--- src/rtl/apb_splitter_pkg.sv ---
// Shared types and helpers for the APB splitter: FSM states, PPROT width, window decode.
package apb_pkg;

  localparam int PROT_W = 3;
  localparam int DEC_W  = 64;

  typedef enum logic [1:0] {
    IDLE     = 2'd0,
    M_SETUP  = 2'd1,
    M_ACCESS = 2'd2,
    RESP     = 2'd3
  } state_e;

  // Operands are zero-extended AW-bit values, so the subtraction never wraps once addr >= base.
  function automatic logic decode_hit(input logic [DEC_W-1:0] addr,
                                      input logic [DEC_W-1:0] base,
                                      input logic [DEC_W-1:0] size);
    logic hit_v;
    if (addr >= base) begin
      hit_v = ((addr - base) < size);
    end else begin
      hit_v = 1'b0;
    end
    return hit_v;
  endfunction

endpackage

--- src/rtl/apb_splitter_addr_decoder.sv ---
// Combinational window decoder: NS base/size windows in, one-hot hit (lowest index wins) plus miss flag out.
module apb_addr_decoder
  import apb_pkg::*;
#(
  parameter int AW = 32,
  parameter int NS = 4
) (
  input  logic [AW-1:0]    addr,
  input  logic [NS*AW-1:0] base,
  input  logic [NS*AW-1:0] size,
  output logic [NS-1:0]    hit,
  output logic             miss
);

  logic [NS-1:0] raw_s;

  // Per-window match, independent of the other windows
  always_comb begin
    raw_s = {NS{1'b0}};
    for (int i = 0; i < NS; i++) begin
      raw_s[i] = decode_hit(DEC_W'(addr), DEC_W'(base[i*AW +: AW]), DEC_W'(size[i*AW +: AW]));
    end
  end

  // Keep only the lowest set bit so overlapping windows resolve to the lowest index
  always_comb begin
    hit  = raw_s & (~raw_s + NS'(1'b1));
    miss = ~|raw_s;
  end

endmodule

--- src/rtl/apb_splitter.sv ---
// APB 1-to-NS splitter with registered downstream/upstream outputs.
// Optional access-phase timeout enabled by defining APB_SPLITTER_TIMEOUT_EN.
module apb_splitter
  import apb_pkg::*;
#(
  parameter int AW     = 32,
  parameter int DW     = 32,
  parameter int NS     = 4,
  parameter int AM     = 0,
  parameter int TO_CYC = 255
) (
  input  logic                PCLK,
  input  logic                PRESETn,
  input  logic [NS*AW-1:0]    cfg_BASE_ADDR,
  input  logic [NS*AW-1:0]    cfg_SIZE,
  input  logic [AW-1:0]       s_PADDR,
  input  logic                s_PWRITE,
  input  logic [DW-1:0]       s_PWDATA,
  input  logic                s_PSEL,
  input  logic                s_PENABLE,
  input  logic [PROT_W-1:0]   s_PPROT,
  input  logic [DW/8-1:0]     s_PSTRB,
  output logic                s_PREADY,
  output logic [DW-1:0]       s_PRDATA,
  output logic                s_PSLVERR,
  output logic [AW-1:0]       m_PADDR,
  output logic                m_PWRITE,
  output logic [DW-1:0]       m_PWDATA,
  output logic                m_PENABLE,
  output logic [PROT_W-1:0]   m_PPROT,
  output logic [DW/8-1:0]     m_PSTRB,
  output logic [NS-1:0]       m_PSEL,
  input  logic [NS-1:0]       m_PREADY,
  input  logic [NS*DW-1:0]    m_PRDATA,
  input  logic [NS-1:0]       m_PSLVERR
);

  if (TO_CYC < 1 || NS < 1 || NS > 16 || (DW % 8) != 0) begin : g_bad_cfg
    $error("apb_splitter: illegal parameter set");
  end

  state_e        state_r;
  logic [NS-1:0] dec_hit_s;
  logic          dec_miss_s;
  logic [AW-1:0] base_sel_s;
  logic [DW-1:0] sel_rdata_s;
  logic          sel_ready_s;
  logic          sel_slverr_s;

`ifdef APB_SPLITTER_TIMEOUT_EN
  localparam int TOW = $clog2(TO_CYC + 1);
  localparam logic [TOW-1:0] TO_LAST = TOW'(TO_CYC - 1);
  logic [TOW-1:0] to_cnt_r;
`endif

  apb_addr_decoder #(.AW(AW), .NS(NS)) u_dec (
    .addr (s_PADDR),
    .base (cfg_BASE_ADDR),
    .size (cfg_SIZE),
    .hit  (dec_hit_s),
    .miss (dec_miss_s)
  );

  // Base of the decoded window (hit vector is one-hot), used for offset addressing
  always_comb begin
    base_sel_s = {AW{1'b0}};
    for (int i = 0; i < NS; i++) begin
      base_sel_s = base_sel_s | (cfg_BASE_ADDR[i*AW +: AW] & {AW{dec_hit_s[i]}});
    end
  end

  // Return path muxed by the registered one-hot select
  always_comb begin
    sel_rdata_s = {DW{1'b0}};
    for (int i = 0; i < NS; i++) begin
      sel_rdata_s = sel_rdata_s | (m_PRDATA[i*DW +: DW] & {DW{m_PSEL[i]}});
    end
    sel_ready_s  = |(m_PREADY & m_PSEL);
    sel_slverr_s = |(m_PSLVERR & m_PSEL);
  end

  // Transfer FSM; every output is a register written only here
  always_ff @(posedge PCLK or negedge PRESETn) begin
    if (!PRESETn) begin
      state_r   <= IDLE;
      s_PREADY  <= 1'b0;
      s_PRDATA  <= {DW{1'b0}};
      s_PSLVERR <= 1'b0;
      m_PADDR   <= {AW{1'b0}};
      m_PWRITE  <= 1'b0;
      m_PWDATA  <= {DW{1'b0}};
      m_PENABLE <= 1'b0;
      m_PPROT   <= {PROT_W{1'b0}};
      m_PSTRB   <= {(DW/8){1'b0}};
      m_PSEL    <= {NS{1'b0}};
`ifdef APB_SPLITTER_TIMEOUT_EN
      to_cnt_r  <= {TOW{1'b0}};
`endif
    end else begin
      case (state_r)
        IDLE: begin
          s_PREADY  <= 1'b0;
          s_PRDATA  <= {DW{1'b0}};
          s_PSLVERR <= 1'b0;
          if (s_PSEL && s_PENABLE) begin
            m_PADDR  <= (AM != 0) ? (s_PADDR - base_sel_s) : s_PADDR;
            m_PWRITE <= s_PWRITE;
            m_PWDATA <= s_PWDATA;
            m_PPROT  <= s_PPROT;
            m_PSTRB  <= s_PSTRB;
            if (dec_miss_s) begin
              state_r   <= RESP;
              s_PREADY  <= 1'b1;
              s_PSLVERR <= 1'b1;
            end else begin
              state_r <= M_SETUP;
              m_PSEL  <= dec_hit_s;
            end
          end
        end
        M_SETUP: begin
          m_PENABLE <= 1'b1;
          state_r   <= M_ACCESS;
`ifdef APB_SPLITTER_TIMEOUT_EN
          to_cnt_r  <= {TOW{1'b0}};
`endif
        end
        M_ACCESS: begin
          if (sel_ready_s) begin
            m_PSEL    <= {NS{1'b0}};
            m_PENABLE <= 1'b0;
            s_PREADY  <= 1'b1;
            s_PRDATA  <= m_PWRITE ? {DW{1'b0}} : sel_rdata_s;
            s_PSLVERR <= sel_slverr_s;
            state_r   <= RESP;
          end
`ifdef APB_SPLITTER_TIMEOUT_EN
          else if (to_cnt_r == TO_LAST) begin
            m_PSEL    <= {NS{1'b0}};
            m_PENABLE <= 1'b0;
            s_PREADY  <= 1'b1;
            s_PRDATA  <= {DW{1'b0}};
            s_PSLVERR <= 1'b1;
            state_r   <= RESP;
          end else begin
            to_cnt_r <= to_cnt_r + 1'b1;
          end
`endif
        end
        RESP: begin
          s_PREADY  <= 1'b0;
          s_PRDATA  <= {DW{1'b0}};
          s_PSLVERR <= 1'b0;
          state_r   <= IDLE;
        end
        default: begin
          state_r <= IDLE;
        end
      endcase
    end
  end

endmodule
--- config.mk ---
export PLATFORM = sky130hd
export DESIGN_NAME = apb_splitter
export DESIGN_NICKNAME = d
export VERILOG_FILES = /design/src/rtl/apb_splitter_pkg.sv /design/src/rtl/apb_splitter_addr_decoder.sv /design/src/rtl/apb_splitter.sv
export SDC_FILE = /design/constraint.sdc
export NUM_CORES = 1
export LEC_CHECK = 0
export CAP_MARGIN = 20
export CORE_AREA = 2 2 226 228
export CTS_CLUSTER_DIAMETER = 80
export DETAILED_ROUTE_END_ITERATION = 10
export DIE_AREA = 0 0 228 230
export PLACE_DENSITY_LB_ADDON = 0.3
export SLEW_MARGIN = 20
export SYNTH_ARGS = -nofsm -noshare
export SYNTH_HDL_FRONTEND = slang
export SYNTH_HIERARCHICAL = 1
export SYNTH_SLANG_ARGS = --single-unit
--- constraint.sdc ---
create_clock -name PCLK -period 3.2 [get_ports PCLK]
set_input_delay 0.48 -clock PCLK [delete_from_list [all_inputs] [get_ports PCLK]]
set_output_delay 0.48 -clock PCLK [all_outputs]
set_load 0.01 [all_outputs]
# Word level (Yosys, flattened, before mapping)
# Cells that the tools add are included.
[op_classes] mux=23 n_bitwise=11 order_cmp=8 eq_ne=6 reduce_logical=16 n_addsub=5
[op_table] cell="< comparator 64 x 32 -> 1 bit" n=4
[op_table] cell="subtractor 32 x 32 -> 33 bit" n=4
[op_table] cell="bitwise AND 32 bit" n=4
[op_table] cell="greater-or-equal comparator 32 bit" n=4
[op_table] cell="bitwise OR 32 bit" n=3
[op_table] cell="2-to-1 mux 32 bit" n=2
[op_table] cell="one-hot mux 32 bit (2 select lines)" n=1
[op_table] cell="bitwise AND 4 bit" n=3
[op_table] cell="2-to-1 mux 4 bit" n=3
[op_table] cell="OR reduction 4 bit" n=3
[op_table] cell="AND reduction 2 bit" n=5
[op_table] cell="2-to-1 mux 1 bit" n=9
[op_table] cell="one-hot mux 2 bit (4 select lines)" n=1
[op_table] cell="one-hot mux 4 bit (2 select lines)" n=1
[op_table] cell="2-to-1 mux 2 bit" n=3
[op_table] cell="one-hot mux 1 bit (3 select lines)" n=2
[op_table] cell="nonzero test 2 bit" n=3
[op_table] cell="adder 4 x 1 -> 4 bit, second input constant" n=1
[op_table] cell="== test 2 bit, second input constant" n=2
[op_table] cell="!= test 2 bit, second input constant" n=2
[op_table] cell="inverter 4 bit" n=1
[op_table] cell="AND reduction 4 bit" n=1
[op_table] cell="nonzero test 3 bit" n=1
[op_table] cell="== test 2 x 1 -> 1 bit, second input constant" n=1
[op_table] cell="other kinds (5)" n=5
[totals] out_inout_bits=111 elab_cells=80 inputBits=468 regBits=113

# Logic depth before layout (Yosys ltp)
[logic_depth] ltp_word=9 mapped_depth=25 ltp_nobuf=25

# Cells and area by module
# Netlist, hierarchy kept.
[by_module_without_submodules] module="apb_addr_decoder" cells_each=1484 area_per_inst_um2=10309.9 seq_area_each_um2=0.0 instances=1
[by_module_without_submodules] module="apb_splitter" cells_each=385 area_per_inst_um2=5122.4 seq_area_each_um2=2827.7 instances=1

# Least setup slack after synthesis
# OpenSTA, ideal clock, no wires.
[synth_path] path_type="input -> register" from="input s_PADDR[0]" to="register m_PSEL[0]" cell_stages=25 path_slack_ns=-1.904 arrival_ns=4.977 required_time_ns=3.072 setup_ns=0.128 cell_sequence="inv_1 > ha_1 > inv_1 > fa_1 > a211oi_1 > o21a_1 > nor3_1 > nor4b_1 > o21bai_1 > a21oi_1 > o21ai_1 > a31oi_1 > xnor2_1 > ha_1 > a21o_1 > a21oi_1 > o21ai_0 > a221o_1 > a211o_1 > a31oi_2 > nand3b_1 > a21oi_1 > o21a_1 > nor3_4 > mux2_1"
[synth_via] elab_chain_cells=9 word_cells_on_any_way=25 cone_classes="5 x add/sub; 8 x order compare; 1 x eq/ne; 7 x mux; 2 x bitwise; 2 x reduce/logical"
[synth_lines] element="start: declaration" line_no="apb_splitter.sv:16" rtl="input logic [AW-1:0] s_PADDR,"
[synth_lines] element="subtractor 32 x 32 -> 33 bit" line_no="apb_splitter_pkg.sv:20" rtl="hit_v = ((addr - base) < size);"
[synth_lines] element="< comparator 64 x 32 -> 1 bit" line_no="apb_splitter_pkg.sv:20"
[synth_lines] element="2-to-1 mux 1 bit (*)" line_no="apb_splitter_pkg.sv:19" rtl="if (addr >= base) begin"
[synth_lines] element="inverter 4 bit" line_no="apb_splitter_addr_decoder.sv:27" rtl="hit = raw_s & (~raw_s + NS'(1'b1));"
[synth_lines] element="adder 4 x 1 -> 4 bit" line_no="apb_splitter_addr_decoder.sv:27"
[synth_lines] element="bitwise AND 4 bit (*)" line_no="apb_splitter_addr_decoder.sv:27"
[synth_lines] element="via dec_hit_s[0]" line_no="apb_splitter.sv:43" rtl="logic [NS-1:0] dec_hit_s;"
[synth_lines] element="2-to-1 mux 4 bit (*)" line_no="apb_splitter.sv:111" rtl="if (dec_miss_s) begin"
[synth_lines] element="2-to-1 mux 4 bit (*)" line_no="apb_splitter.sv:105" rtl="if (s_PSEL && s_PENABLE) begin"
[synth_lines] element="one-hot mux 4 bit (2 select lines) (*)" line_no="apb_splitter.sv:100" rtl="case (state_r)"
[synth_lines] element="end signal: assignment" line_no="apb_splitter.sv:95" rtl="m_PSEL <= {NS{1'b0}};"
[synth_lines] element="end signal: assignment" line_no="apb_splitter.sv:117" rtl="m_PSEL <= dec_hit_s;"
[synth_lines] element="end signal: assignment" line_no="apb_splitter.sv:130" rtl="m_PSEL <= {NS{1'b0}};"
[synth_lines] element="end: declaration" line_no="apb_splitter.sv:32" rtl="output logic [NS-1:0] m_PSEL,"
# Mark *: on every way through the listed nets, which the timed path passes. The rest lies on a longest branch. The select of a mux whose other input is x is not followed.
# A chain may end at the register's enable or synchronous reset.

# Final worst setup path
[layout_path] from="input s_PADDR[11]" to="register m_PSEL[1]"
[layout_via] elab_chain_cells=9 word_cells_on_any_way=25 cone_classes="5 x add/sub; 8 x order compare; 1 x eq/ne; 7 x mux; 2 x bitwise; 2 x reduce/logical"
[layout_lines] element="subtractor 32 x 32 -> 33 bit" line_no="apb_splitter_pkg.sv:20"
[layout_lines] element="< comparator 64 x 32 -> 1 bit" line_no="apb_splitter_pkg.sv:20"
[layout_lines] element="2-to-1 mux 1 bit" line_no="apb_splitter_pkg.sv:19"
[layout_lines] element="inverter 4 bit" line_no="apb_splitter_addr_decoder.sv:27"
[layout_lines] element="adder 4 x 1 -> 4 bit" line_no="apb_splitter_addr_decoder.sv:27"
[layout_lines] element="bitwise AND 4 bit" line_no="apb_splitter_addr_decoder.sv:27"
[layout_lines] element="2-to-1 mux 4 bit" line_no="apb_splitter.sv:111"
[layout_lines] element="2-to-1 mux 4 bit" line_no="apb_splitter.sv:105"
[layout_lines] element="one-hot mux 4 bit (2 select lines)" line_no="apb_splitter.sv:100"
# Parallel ways exist; a longest one is shown, timed or not. The select of a mux whose other input is x is not followed.

==> flow_metrics.env <==
export IMPL_status="finished, violations left"
export IMPL_violations="negative setup slack"
export IMPL_min_path_type="in2async"
export IMPL_powerDensity_nw_per_um2=461
export IMPL_fin_area_sq_um=27800
export IMPL_dp_slack_ns=-2.99
export IMPL_rr_worst_depth=5
export IMPL_slew_limit_headroom=0.386
export IMPL_fp_dieH_um=230
export IMPL_start_kind="primary input"
export IMPL_reg2reg_from="m_PSEL[0]"
export IMPL_cts_clk_slew_worst_paths_ns=0.06
export IMPL_yosys_most_used_dff="dfrtp_1"
export IMPL_crit_slowest_cell="mux2_4"
export IMPL_synth_edf_count=0
export IMPL_dieArea_sq_um=52400
export IMPL_postSynthNetCount=2597
export IMPL_holdBufCountCts=0
export IMPL_grt_max_degree=61
export IMPL_vias=18248
export IMPL_die_w_um=228
export IMPL_finalMaxSlewViolations=0
export IMPL_r2r_end="s_PRDATA[3]"
export IMPL_grt_overflow=0
export IMPL_crit_path_max_incr_delay_ns=0.34
export IMPL_setup_viol=7
export IMPL_grt_antenna_before_repair=11
export IMPL_drc=0
export IMPL_initialDrtViolationCount=983
export IMPL_clock_latency_ns=0.45
export IMPL_cp_arrival_ns=5.36
export IMPL_root_buffer="clkbuf_16"
export IMPL_leakagePower_uw=0.0138
export IMPL_core_area_sq_um=49900
export IMPL_io_pins=579
export IMPL_rsz0062_at_grt="true"
export IMPL_finClkSkew_ns=0.00972
export IMPL_place_hpwl_um=59200
export IMPL_syn_to_final_growth_pct=79.9
export IMPL_final_period_utilization=1.57
export IMPL_synth_area_sq_um=15400
export IMPL_synthDistinctLibCells=87
export IMPL_timing_final_ws_setup_ns=-1.83
export IMPL_crit_path_start="s_PADDR[11]"
export IMPL_worst_slew_pin_slew_ns=0.921
export IMPL_synth_seq_cells=113
export IMPL_seq_area_frac_synth=0.183
export IMPL_totalWireLength_um=70300
export IMPL_crit_top_cell="buf_4"
export IMPL_cts_sinks=113
export IMPL_gp_congestion=1.00
export IMPL_fmaxAchievable_mhz=199
export IMPL_numCtsBuffers=17
export IMPL_start_util=0.309
export IMPL_first_global_vias=18888
export IMPL_rows=82
export IMPL_finish_utilization=0.557
export IMPL_numPortBuffers=578
export IMPL_avgViaCountPerCell=5.03
export IMPL_synthCells=1869
export IMPL_fin_nets=3658
export IMPL_drive_above_1_share=0.271
export IMPL_end_kind="flop"
export IMPL_grt_pass1_wl_um=105000
export IMPL_path_buf_inv=5
export IMPL_ir_worst_vdd_mv=0.448
export IMPL_crit_family="compound AO/OA/AOI/OAI gates"
export IMPL_hold_violations=0
export IMPL_grt_usage=0.256
export IMPL_antenna_left=0
export IMPL_final_common_cell="clkdlybuf4s50_1"
export IMPL_wl_per_cell_um=19.4
export IMPL_drv_cap=0
export IMPL_crit_type="in2reg"
export IMPL_placed_area_sq_um=25500
export IMPL_firstDrtPassIters=6
export IMPL_htree_levels=4
export IMPL_cts_max_path_buffers=2
export IMPL_layout_common_cells="clkdlybuf4s50_1 (518), buf_4 (505), inv_1 (260)"
export IMPL_path_max_fanout=4
export IMPL_worstPathRequired_ns=3.53
export IMPL_cts_tree="built"
export IMPL_ys_warn_count=6
export IMPL_rrSetupSlack_ns=0.96
export IMPL_synthArstFlopShare=1.00
export IMPL_min_period_ns=5.03
export IMPL_syn_avg_cell_area_sq_um=8.26
cell families (layout without fill, tap and decap cells):
family                   after synthesis  in the layout  share of synthesized area
AO/OA/AOI/OAI                        609            609                      0.264
adder cells (fa/ha/maj)              260            260                      0.213
other                                  0             12                          0
multiplexers                         108            108                     0.0788
buffers and inverters                343           1416                     0.0863
AND/OR/NAND/NOR                      326            326                      0.112
XOR/XNOR                             110            110                     0.0624
flip-flops                           113            113                      0.183
Yosys cell counts, types with 38 or more instances:
cell type | count | share of area
nor2_1 | 68 | 0.017
o21ai_0 | 71 | 0.023
mux2_1 | 106 | 0.077
a21o_1 | 118 | 0.057
dfrtp_1 | 113 | 0.18
nand4_1 | 38 | 0.015
inv_1 | 286 | 0.070
ha_1 | 256 | 0.21
a21oi_1 | 182 | 0.059
nand2_1 | 63 | 0.015
xnor2_1 | 77 | 0.044
a22oi_1 | 66 | 0.032
how the worst max path moves through the flow:
stage,end,slack (ns),depth (start not counted)
after detailed placement,m_PSEL[0],-2.99,26
after CTS,m_PSEL[0],-2.00,28
after global routing,m_PSEL[1],-1.97,27
final,m_PSEL[1],-1.83,27
after floorplan,m_PSEL[0],-1.72,25
after global placement,m_PSEL[1],-2.93,26
timing repair:
item / 4_1_cts / 5_1_grt
setup endpoints to repair: 7 / 7
pin swaps: 46 / 143
gates resized for setup: 69 / 286
buffers inserted: 15 / 28
stage by stage:
stage | setup TNS [ns] | power [uW] | cells | hold WS, ns
floorplan | -10.70 | 6400 | 1869 | 0.184
global placement | -19.55 | 10200 | 3541 | 0.470
detailed placement | -19.94 | 10300 | 3541 | 0.474
CTS | -13.20 | 12500 | 3587 | 0.166
global route | -13.43 | 13600 | 3625 | 0.199
finish | -12.38 | 12800 | 3626 | 0.149
state kept, by name, summed over array words and instances (netlist names):
signal / flops
s_PRDATA: 32
m_PENABLE: 1
state_r: 2
m_PADDR: 32
m_PWDATA: 32
s_PREADY: 1
m_PPROT: 3
m_PSEL: 4
m_PWRITE: 1
s_PSLVERR: 1
m_PSTRB: 4
layer usage:
| layer | routed length, um | up-vias | share of wire | global-route usage |
|---|---|---|---|---|
| li1 | - | 8886 | - | - |
| met1 | 31300 | 8701 | 0.45 | 0.333 |
| met2 | 33800 | 551 | 0.48 | 0.440 |
| met3 | 3200 | 110 | 0.045 | 0.0313 |
| met4 | 2030 | 0 | 0.029 | 0.0835 |
| met5 | 0 | - | 0 | 0 |
where the power goes:
| group | internal (uW) | total [uW] | switching (uW) |
|---|---|---|---|
| clock network | 1220 | 2000 | 787 |
| logic | 4380 | 8230 | 3850 |
| registers | 2130 | 2560 | 428 |
| total | 7730 | 12800 | 5060 |
area by class of cell:
| cell class | instances | area [sq um] |
|---|---|---|
| fillers | 4619 | 22100 |
| flip-flops and latches | 113 | 2830 |
| clock buffers | 18 | 429 |
| inverters | 287 | 1090 |
| multi-input cells | 1413 | 12500 |
| diodes | 12 | 30.0 |
| repair buffers | 1098 | 9840 |
| clock inverters | 13 | 164 |
| well taps | 672 | 841 |
Power figures use the tool's default switching activity.
